<file path="config.mk">
export PLATFORM = sky130hd
export DESIGN_NAME = despachante_terminais
export DESIGN_NICKNAME = d
export VERILOG_FILES = /design/src/rtl/despachante_terminais.sv
export SDC_FILE = /design/constraint.sdc
export NUM_CORES = 1
export LEC_CHECK = 0
export CAP_MARGIN = 10
export CORE_ASPECT_RATIO = 1.5
export CORE_MARGIN = 2
export CORE_UTILIZATION = 54
export CTS_BUF_LIST = sky130_fd_sc_hd__clkbuf_8
export DETAILED_ROUTE_END_ITERATION = 10
export PLACE_DENSITY = 0.88
export SETUP_SLACK_MARGIN = 0.4
export SYNTH_ARGS = -nofsm -noshare
export SYNTH_HDL_FRONTEND = slang
export SYNTH_SLANG_ARGS = --single-unit
export TNS_END_PERCENT = 100
</file>
<file path="constraint.sdc">
create_clock -name CLK -period 3.8 [get_ports CLK]
set_input_delay 0.76 -clock CLK [delete_from_list [all_inputs] [get_ports CLK]]
set_output_delay 0.76 -clock CLK [all_outputs]
set_load 0.005 [all_outputs]
</file>
<file path="src/rtl/despachante_terminais.sv">
// Ticket dispatcher: issues numbered tickets into a counted queue
// and calls them in order to whichever enabled terminal is free.
module despachante_terminais #(
  parameter int W_SENHA  = 8,
  parameter int W_FILA   = 4,
  parameter int MAX_FILA = 15
) (
  input  logic               CLK,
  input  logic               RST,
  input  logic               TERMINAL1,
  input  logic               TERMINAL2,
  input  logic               NOVA_SENHA,
  input  logic               FIM1,
  input  logic               FIM2,
  output logic               EMITIU,
  output logic               REJEITADA,
  output logic [W_SENHA-1:0] SENHA_EMITIDA,
  output logic               CHAMA1,
  output logic               CHAMA2,
  output logic [W_SENHA-1:0] SENHA_CHAMADA,
  output logic               OCUPADO1,
  output logic               OCUPADO2,
  output logic [W_FILA-1:0]  FILA,
  output logic               FILA_VAZIA,
  output logic               FILA_CHEIA
);

  typedef enum logic [1:0] {
    DESLIGADO = 2'd0,
    LIVRE     = 2'd1,
    ATENDENDO = 2'd2
  } estado_t;

  localparam logic [W_FILA-1:0] L_MAX = W_FILA'(MAX_FILA);

  estado_t r_est1, r_est2;
  estado_t w_prox1, w_prox2;

  logic [W_SENHA-1:0] r_prox_emit;
  logic [W_SENHA-1:0] r_prox_chama;
  logic [W_SENHA-1:0] r_senha_emitida;
  logic [W_SENHA-1:0] r_senha_chamada;
  logic [W_FILA-1:0]  r_fila;
  logic               r_emitiu;
  logic               r_rejeitada;
  logic               r_chama1;
  logic               r_chama2;
  logic               r_rr;

  logic w_cheia;
  logic w_vazia;
  logic w_emite;
  logic w_rejeita;
  logic w_eleg1;
  logic w_eleg2;
  logic w_ganha1;
  logic w_ganha2;
  logic w_chama;

  // Issue/refuse and dispatch decisions from registered state
  always_comb begin
    w_cheia   = (r_fila == L_MAX);
    w_vazia   = (r_fila == '0);
    w_emite   = NOVA_SENHA && !w_cheia;
    w_rejeita = NOVA_SENHA && w_cheia;
    w_eleg1   = (r_est1 == LIVRE) && TERMINAL1 && !w_vazia;
    w_eleg2   = (r_est2 == LIVRE) && TERMINAL2 && !w_vazia;
    w_ganha1  = w_eleg1 && (!w_eleg2 || !r_rr);
    w_ganha2  = w_eleg2 && (!w_eleg1 || r_rr);
    w_chama   = w_ganha1 || w_ganha2;
  end

  // Terminal next-state; disabling a free terminal beats calling it
  always_comb begin
    w_prox1 = r_est1;
    w_prox2 = r_est2;
    unique case (r_est1)
      DESLIGADO: if (TERMINAL1) w_prox1 = LIVRE;
      LIVRE: begin
        if (!TERMINAL1)    w_prox1 = DESLIGADO;
        else if (w_ganha1) w_prox1 = ATENDENDO;
      end
      ATENDENDO: begin
        if (FIM1) w_prox1 = TERMINAL1 ? LIVRE : DESLIGADO;
      end
      default: w_prox1 = DESLIGADO;
    endcase
    unique case (r_est2)
      DESLIGADO: if (TERMINAL2) w_prox2 = LIVRE;
      LIVRE: begin
        if (!TERMINAL2)    w_prox2 = DESLIGADO;
        else if (w_ganha2) w_prox2 = ATENDENDO;
      end
      ATENDENDO: begin
        if (FIM2) w_prox2 = TERMINAL2 ? LIVRE : DESLIGADO;
      end
      default: w_prox2 = DESLIGADO;
    endcase
  end

  // Terminal state registers
  always_ff @(posedge CLK) begin
    if (RST) begin
      r_est1 <= DESLIGADO;
      r_est2 <= DESLIGADO;
    end else begin
      r_est1 <= w_prox1;
      r_est2 <= w_prox2;
    end
  end

  // Ticket counters, queue occupancy, pulses and round-robin pointer
  always_ff @(posedge CLK) begin
    if (RST) begin
      r_prox_emit     <= '0;
      r_prox_chama    <= '0;
      r_senha_emitida <= '0;
      r_senha_chamada <= '0;
      r_fila          <= '0;
      r_emitiu        <= 1'b0;
      r_rejeitada     <= 1'b0;
      r_chama1        <= 1'b0;
      r_chama2        <= 1'b0;
      r_rr            <= 1'b0;
    end else begin
      r_emitiu    <= w_emite;
      r_rejeitada <= w_rejeita;
      r_chama1    <= w_ganha1;
      r_chama2    <= w_ganha2;
      if (w_emite) begin
        r_senha_emitida <= r_prox_emit;
        r_prox_emit     <= r_prox_emit + W_SENHA'(1);
      end
      if (w_chama) begin
        r_senha_chamada <= r_prox_chama;
        r_prox_chama    <= r_prox_chama + W_SENHA'(1);
      end
      if (w_ganha1)      r_rr <= 1'b1;
      else if (w_ganha2) r_rr <= 1'b0;
      if (w_emite && !w_chama)      r_fila <= r_fila + W_FILA'(1);
      else if (!w_emite && w_chama) r_fila <= r_fila - W_FILA'(1);
    end
  end

  assign EMITIU        = r_emitiu;
  assign REJEITADA     = r_rejeitada;
  assign SENHA_EMITIDA = r_senha_emitida;
  assign CHAMA1        = r_chama1;
  assign CHAMA2        = r_chama2;
  assign SENHA_CHAMADA = r_senha_chamada;
  assign OCUPADO1      = (r_est1 == ATENDENDO);
  assign OCUPADO2      = (r_est2 == ATENDENDO);
  assign FILA          = r_fila;
  assign FILA_VAZIA    = w_vazia;
  assign FILA_CHEIA    = w_cheia;

endmodule

</file>
==> results of run 1 <==
through the flow:
step	hold WS (ps)	utilization, %
after floorplan	440	-
after global placement	442	67.5
after detailed placement	449	67.5
after CTS	461	70.2
after global routing	471	70.7
final	458	70.7
layout by cell type (no fill, tap or decap), types with 3 or more instances in the layout:
master           Yosys  final
or3_2                3      3
nand3_1             12     12
and3b_1              4      4
ha_1                 5      5
dfxtp_1             45     45
a211oi_1             3      3
xnor2_1              3      3
nand2_1             33     33
nor2_1              23     23
or4_1                3      3
clkdlybuf4s50_1      0     34
xor2_1               9      9
nand4_1              6      6
inv_1                4      4
a21oi_2              3      3
nor2b_1              3      3
buf_4                1      6
a21oi_1             23     23
clkbuf_8             0      6
flip-flops by register name, indices dropped and copies added (netlist names):
| signal | cells |
|---|---|
| SENHA_CHAMADA | 8 |
| SENHA_EMITIDA | 8 |
| r_prox_chama | 8 |
| r_prox_emit | 8 |
| FILA | 4 |
| r_est1 | 2 |
| r_est2 | 2 |
| CHAMA1 | 1 |
| CHAMA2 | 1 |
| EMITIU | 1 |
| REJEITADA | 1 |
| r_rr | 1 |
layer usage:
metal / share of wire [%] / global-route usage [%]
met1: 42 / 22.7
met2: 53 / 37.0
met3: 2.6 / 5.77
met4: 2.2 / 10.0
met5: 0 / 0
cell type report:
type                       instances  area, sq um
fill                             289         1010
tap                               42         52.6
clock buffer                       6         82.6
clock inverter                     2         13.8
sequential                        45          901
multi-input combinational        158          962
timing repair buffer              40          385
inverter                           6         40.0
power groups by stage:
stage	Combinational, mW	Sequential, mW	Clock, mW
after global routing	0.339	0.556	0.333
after floorplan	0.209	0.550	0
after CTS	0.309	0.549	0.318
final	0.314	0.549	0.311
after detailed placement	0.306	0.559	0
after global placement	0.297	0.556	0
worst max-delay path by stage:
stage	from	to	slack, ps	cells after the start
after floorplan	TERMINAL1	FILA[3]	950	10
after global placement	TERMINAL1	FILA[3]	340	11
after detailed placement	TERMINAL1	FILA[3]	190	11
after CTS	TERMINAL1	FILA[3]	480	11
after global routing	TERMINAL1	FILA[3]	420	11
final	TERMINAL1	FILA[3]	550	11
worst min-delay path: stages (launching register included):
cell     delay (ps)
dfxtp_1         320
nand2_1          50
a21oi_1          50
cell families after synthesis:
group / after synthesis / synth area share [%]
AO/OA/AOI/OAI: 42 / 14.5
AND/OR/NAND/NOR: 96 / 23.9
XOR/XNOR: 12 / 5.36
adder cells (fa/ha/maj): 6 / 4.21
buffers and inverters: 18 / 4.98
multiplexers: 2 / 1.08
flip-flops: 45 / 45.9
==> impl_metrics.toml, run 1 <==
[critical_path]
reg2reg_depth = 11
crit_chain = "clkdlybuf4s50_1, nand3b_1, a21oi_4, clkinv_8, ha_1, inv_1, ha_1, a21oi_1, a211oi_1, a31oi_1, mux2_2"
start_kind = "primary input"
crit_top_cell = "ha_1"
r2r_end = "FILA[3]"
critical_path.top_delay_family = "compound AO/OA/AOI/OAI gates"
worstPathRequired_ps = 4000
cp_slowest_cell = "clkdlybuf4s50_1"
worstSetupEndpointType = "register"
crit_type = "primary input to register"
crit_buf_inv = 3
r2r-start = "FILA[0]"
r2r_slack_ps = 830
arrival_ps = 3450
crit_fanout = 10
crit_path_max_incr_delay_ps = 490

[timing]
slew_violations = 0
worst_slew_pin_slew_ps = 832
clock_skew_ps = 9.63
slew_headroom_pct = 44.4
finalSetupViolCount = 0
fin_crit_ps = 3250
fmax_mhz = 307
rsz0062_at_grt = "false"
setup_slack_ps = 548
period_share_pct = 85.6
finalHoldViolations = 0
setup-tns-final_ps = 0

[route]
drtIter0Drc = 29
drc = 0
drt-pass1-iter-count = 5
drt-vias-per-instance = 5.57
vias = 1666
drt_wl_total_um = 3970
ant_nets = 0
wl_per_cell_um = 13.3

[global_route]
grt_antenna_before_repair = 0
grt_first_pass_wirelength_um = 6590
grt_max_degree = 25
grt_use_total_pct = 21.3
grt_pass1_vias = 1561
gr-total-overflow = 0

[pwr]
p_per_area_nw_per_um2 = 481
internal-power_mw = 0.802
p_sw_share_pct = 31.6
clkPwrFrac_pct = 26.5
irDropWorstVdd_mv = 0.417
leakage_nw = 0.879
combPwrFrac_pct = 26.8
p_switching_mw = 0.371
p_seq_share_pct = 46.8
power.total_mw = 1.17

[finish]
diodes = 0
design_area_sq_um = 2440
layout.cells.non_filler = 299
syn_to_final_growth_pct = 24.3
drive_gt1_share_pct = 10.1
fin_nets = 269

[synthesis]
syn_area_per_cell_sq_um = 8.87
synth_area_sq_um = 1960
synth.distinct_cells = 41
synth_nets = 234
syn_inst = 221
yosysTopAreaCellShare_pct = 45.9
yosys_warnings = 0
synth.area.top_cells = "dfxtp_1 46%, nand2_1 6.3%, a21oi_1 5.9%, nor2_1 4.4%, xor2_1 4.0%"
ys_top_cells_by_count = "45 x dfxtp_1, 33 x nand2_1, 23 x a21oi_1, 23 x nor2_1, 12 x nand3_1"
synth_top_area_cell = "dfxtp_1"
async_flop_share_pct = 0
yosysMostFrequentCell = "dfxtp_1"
synth_edf_count = 0
ys_ff_latch = 45
synth-main-ff-cell = "dfxtp_1"
ys_seq_area_share_pct = 45.9

[clocking]
clock_sinks = 45
tritoncts = "done"
clk_pin_slew_worst_paths_ps = 90
numCtsBuffers = 5
cts.repair.resized = 0
h-tree-depth = 2
clk_latency_ps = 300
cts_root_buffer = "clkbuf_8"
max-clock-path-buffers = 2
cts-hold-fix-buffers = 0
cts_setup_buffers = 0

[floorplan]
chipHeight_um = 77.8
die_width_um = 53.2
dieArea_sq_um = 4140
pin_count = 35
initial_utilization_pct = 56.9
rows = 26
core_area_sq_um = 3450

[min_path]
whs_endpoint = "SENHA_EMITIDA[4]"
min_path_cells = 2
min_from = "SENHA_EMITIDA[4]"
hp-class = "register to register"

[placed_design]
place_hpwl_um = 2890
port_buffers = 34
place_area_sq_um = 2330
place.gp.congestion = 0.796
dp_worst_setup_slack_ps = 187
dp_cells = 289

[flow_run]
drv_cap = 0

[run_status]
status = "finished, final reports clean"
Power figures use the tool's default switching activity.
==> run 2: changes to the inputs <==
==> constraint.sdc (replaced) <==
create_clock -name CLK -period 3.15 [get_ports CLK]
set_input_delay 0.63 -clock CLK [delete_from_list [all_inputs] [get_ports CLK]]
set_output_delay 0.63 -clock CLK [all_outputs]
set_load 0.005 [all_outputs]
==> run 2 against run 1 <==
Compared with the run above:
- combinational power grew 43%
- worst hold slack got worse by 4.2 ps
- sequential share of layout area is 0.74 points lower
- critical path type is now register to register
==> impl_metrics.toml, run 2 (synthesis gave the netlist of run 1 again) <==
[global_route]
grt_max_degree = 47
grt_antenna_before_repair = 0
gr-total-overflow = 0
grt_use_total_pct = 22.2
grt_first_pass_wirelength_um = 6900
grt_pass1_vias = 1582

[floorplan]
core_area_sq_um = 3450
chipHeight_um = 77.8
die_width_um = 53.2
dieArea_sq_um = 4140
initial_utilization_pct = 56.9
rows = 26
pin_count = 35

[critical_path]
r2r_end = "FILA[3]"
worstSetupEndpointType = "register"
reg2reg_depth = 12
crit_type = "register to register"
arrival_ps = 2850
r2r-start = "FILA[0]"
worstPathRequired_ps = 3340
crit_fanout = 6
r2r_slack_ps = 490
start_kind = "register"

[finish]
drive_gt1_share_pct = 12.7
multi_input_area_sq_um = 987
diodes = 0
layout.cells.non_filler = 302
final_cell_mix = "45 x dfxtp_1, 33 x nand2_1, 32 x clkdlybuf4s50_1, 23 x nor2_1, 22 x a21oi_1"
ff_latch_area_sq_um = 901
final_common_cell = "dfxtp_1"
n_fill_cell = 268
fin_nets = 273
utilization_pct = 72.1
design_area_sq_um = 2490
syn_to_final_growth_pct = 26.9

[timing]
period_share_pct = 84.3
finalSetupViolCount = 0
slew_headroom_pct = 68.6
rsz0062_at_grt = "false"
fin_crit_ps = 2660
finalHoldViolations = 0
clock_skew_ps = 5.73
fmax_mhz = 376
worst_slew_pin_slew_ps = 472
slew_violations = 0
setup-tns-final_ps = 0

[run_status]
status = "finished, final reports clean"

[clocking]
max-clock-path-buffers = 2
cts_root_buffer = "clkbuf_8"
numCtsBuffers = 5
tritoncts = "done"
clock_sinks = 45
clk_pin_slew_worst_paths_ps = 80
clk_latency_ps = 300
h-tree-depth = 2

[route]
drc = 0
vias = 1673
drt-vias-per-instance = 5.54
ant_nets = 0
drt-pass1-iter-count = 4
drtIter0Drc = 42
wl_per_cell_um = 13.9
drt_wl_total_um = 4210

[min_path]
min_from = "SENHA_EMITIDA[4]"
whs_endpoint = "SENHA_EMITIDA[4]"
min_path_cells = 2
hp-class = "register to register"

[pwr]
irDropWorstVdd_mv = 0.555
leakage_nw = 0.912
power.total_mw = 1.47
p_per_area_nw_per_um2 = 592

[placed_design]
port_buffers = 34
place.gp.congestion = 0.793
place_area_sq_um = 2360
dp_cells = 293
place_hpwl_um = 2790

[flow_run]
drv_cap = 0
[run 2: where the power goes]
part	internal, mW	switching [mW]
sequential	0.608	0.0587
combinational	0.230	0.220
clock	0.171	0.184
total	1.01	0.463
[run 2: what timing repair did]
action	in CTS	in global routing
pin swaps	2	5
cloned	0	0
hold buffers	0	0
setup buffers	1	1
endpoints found under the setup margin	1	1
endpoints found under the hold margin	0	0
resized for setup	2	5
[run 2: per-stage QoR]
stage | hold slack [ps] | worst slack (ps)
4_1_cts | 457 | 406
2_1_floorplan | 440 | 431
5_1_grt | 478 | 407
3_3_place_gp | 441 | 158
3_5_place_dp | 446 | 49.7
6_report | 454 | 494
[run 2: layout make-up]
class	instances	share of cell area (%)
clock buffer	6	3.32
clock inverter	1	0.151
inverter	6	1.61
multi-input combinational	158	39.7
sequential	45	36.2
tap	42	2.11
timing repair buffer	44	16.9
[run 2: routing by layer]
layer | share of wire [%] | routed length, um | GRT usage [%]
met5 | 0 | 0 | 0
met4 | 2.6 | 108 | 10.3
met3 | 2.7 | 113 | 5.19
met2 | 53 | 2240 | 37.8
met1 | 41 | 1750 | 25.2
[run 2: critical path, cell delays in order, from the launching register on]
cell and delay (ps):
dfxtp_1 400, or4_4 590, clkinv_4 90, a21oi_4 50
clkinv_8 50, ha_1 180, inv_2 70, buf_4 150
ha_1 280, nand3_2 90, a211oi_1 70, a31oi_1 180
mux2_2 350
[run 2: how the worst max path moves through the flow]
| stage | startpoint | end | slack, ps | cells past startpoint |
|---|---|---|---|---|
| 2_1_floorplan | TERMINAL1 | FILA[3] | 430 | 10 |
| 3_3_place_gp | TERMINAL2 | FILA[3] | 160 | 11 |
| 3_5_place_dp | TERMINAL2 | FILA[3] | 50 | 11 |
| 4_1_cts | TERMINAL1 | FILA[3] | 410 | 12 |
| 5_1_grt | FILA[0] | FILA[3] | 410 | 12 |
| 6_report | FILA[0] | FILA[3] | 490 | 12 |
==> run 3: changes to the inputs <==
==> constraint.sdc (replaced) <==
create_clock -name CLK -period 2.6 [get_ports CLK]
set_input_delay 0.52 -clock CLK [delete_from_list [all_inputs] [get_ports CLK]]
set_output_delay 0.52 -clock CLK [all_outputs]
set_load 0.005 [all_outputs]
==> run 3 against run 2 <==
Compared with the run above:
- wire length is 29% higher
- clock skew is 3.3 ps higher
- critical path depth down 1
- via count is 12% higher
- sequential share of layout area is 2.9 points lower
- combinational power up 62%
- non-clock buffer count up 21
- largest power group unchanged
==> impl_metrics.toml, run 3 (synthesis gave the netlist of run 1 again) <==
[finish]
final_cell_mix = "42 x dfxtp_1, 33 x nand2_1, 31 x clkdlybuf4s50_1, 30 x buf_4, 23 x nor2_1"
n_fill_cell = 221
fin_nets = 294
drive_gt1_share_pct = 23.4
final_common_cell = "dfxtp_1"
design_area_sq_um = 2730
diodes = 0
syn_to_final_growth_pct = 39.1

[critical_path]
crit_path_max_incr_delay_ps = 560
start_kind = "register"
cp_slowest_cell = "or4_4"
crit_top_cell = "ha_4"
crit_type = "register to register"
arrival_ps = 2580
crit_chain = "or4_4, clkinv_4, a21oi_4, clkinv_8, ha_4, inv_4, ha_4, nand3_2, buf_4, a31oi_2, mux2_4"
crit_fanout = 3
worstSetupEndpointType = "register"
worstPathRequired_ps = 2810

[global_route]
grt_use_total_pct = 26.5
grt_antenna_before_repair = 0
grt_pass1_vias = 1805
gr-total-overflow = 0
grt_max_degree = 22
grt_first_pass_wirelength_um = 8200

[clocking]
tritoncts = "done"
numCtsBuffers = 5
max-clock-path-buffers = 2
clock_sinks = 45
cts_root_buffer = "clkbuf_8"
h-tree-depth = 2
clk_pin_slew_worst_paths_ps = 100
clk_latency_ps = 310

[floorplan]
rows = 26
chipHeight_um = 77.8
pin_count = 35
core_area_sq_um = 3450
initial_utilization_pct = 56.9
die_width_um = 53.2
dieArea_sq_um = 4140

[route]
drt-pass1-iter-count = 4
vias = 1874
drt_wl_total_um = 5440
drtIter0Drc = 59
wl_per_cell_um = 16.8
ant_nets = 0
drc = 0
drt-vias-per-instance = 5.78

[placed_design]
place_hpwl_um = 2970
port_buffers = 34
place_area_sq_um = 2420
place.gp.congestion = 0.796

[timing]
clock_skew_ps = 9.01
slew_violations = 0
slew_headroom_pct = 71.7
fmax_mhz = 422
finalHoldViolations = 0
finalSetupViolCount = 0
worst_slew_pin_slew_ps = 423
fin_crit_ps = 2370
period_share_pct = 91.1
rsz0062_at_grt = "true"

[min_path]
hp-class = "register to register"

[pwr]
power.total_mw = 2.09
irDropWorstVdd_mv = 0.704
p_per_area_nw_per_um2 = 767
leakage_nw = 1.01

[flow_run]
drv_cap = 0

[run_status]
status = "finished, final reports clean"
==> run 3: timing repair <==
item | 4_1_cts | 5_1_grt
setup endpoints to repair | 4 | 6
gates resized for setup | 12 | 5
pin swaps | 8 | 3
buffers inserted | 14 | 5
hold endpoints to repair | 0 | 0
hold buffers | 0 | 0
==> run 3: power breakdown <==
part	switching, mW	internal (mW)	total (mW)	leakage, nW
registers	0.0644	0.746	0.810	0.367
logic	0.342	0.385	0.727	0.591
clock network	0.266	0.288	0.554	0.0543
total	0.673	1.42	2.09	1.01
==> run 3: layout make-up <==
type | count | area [sq um] | area share (%)
clock inverter | 3 | 46.3 | 1.70
timing repair buffer | 65 | 569 | 20.9
multi-input combinational | 158 | 1040 | 38.0
clock buffer | 5 | 68.8 | 2.52
tap | 42 | 52.6 | 1.93
sequential | 45 | 910 | 33.4
inverter | 6 | 42.5 | 1.56
==> run 3: critical path: cells and delay by family, from the launching register on <==
kind,cells,cell delay [ps]
buffers and inverters,4,320
muxes,1,310
AOI/OAI and AO/OA,2,190
adders and majority gates,2,440
DFF,1,360
and+or+nand+nor,2,650
==> run 3: worst paths after layout <==
check | depth (start not counted) | from | end | slack [ps]
worst min-delay path | 2 | SENHA_EMITIDA[5] | SENHA_EMITIDA[5] | 460
worst max-delay path | 11 | FILA[0] | FILA[3] | 230
worst max register to register | 11 | FILA[0] | FILA[3] | 230
worst min register to register | 2 | SENHA_EMITIDA[5] | SENHA_EMITIDA[5] | 460
==> run 3: per-layer routing <==
metal | GRT usage, % | vias to the layer above | wire [um]
met1 | 29.4 | 894 | 2080
met5 | 0 | - | 0
met4 | 12.3 | 0 | 190
li1 | - | 881 | -
met3 | 5.00 | 22 | 227
met2 | 46.3 | 77 | 2940
==> run 3: through the flow <==
step	setup slack [ps]	hold slack, ps	TNS, ps	util (%)	instances
after floorplan	156	440	0	-	221
after global placement	-135	442	-135	70.2	297
after detailed placement	-212	448	-212	70.2	297
after CTS	246	459	0	77.6	319
after global routing	163	481	0	79.1	324
final	233	459	0	79.1	324
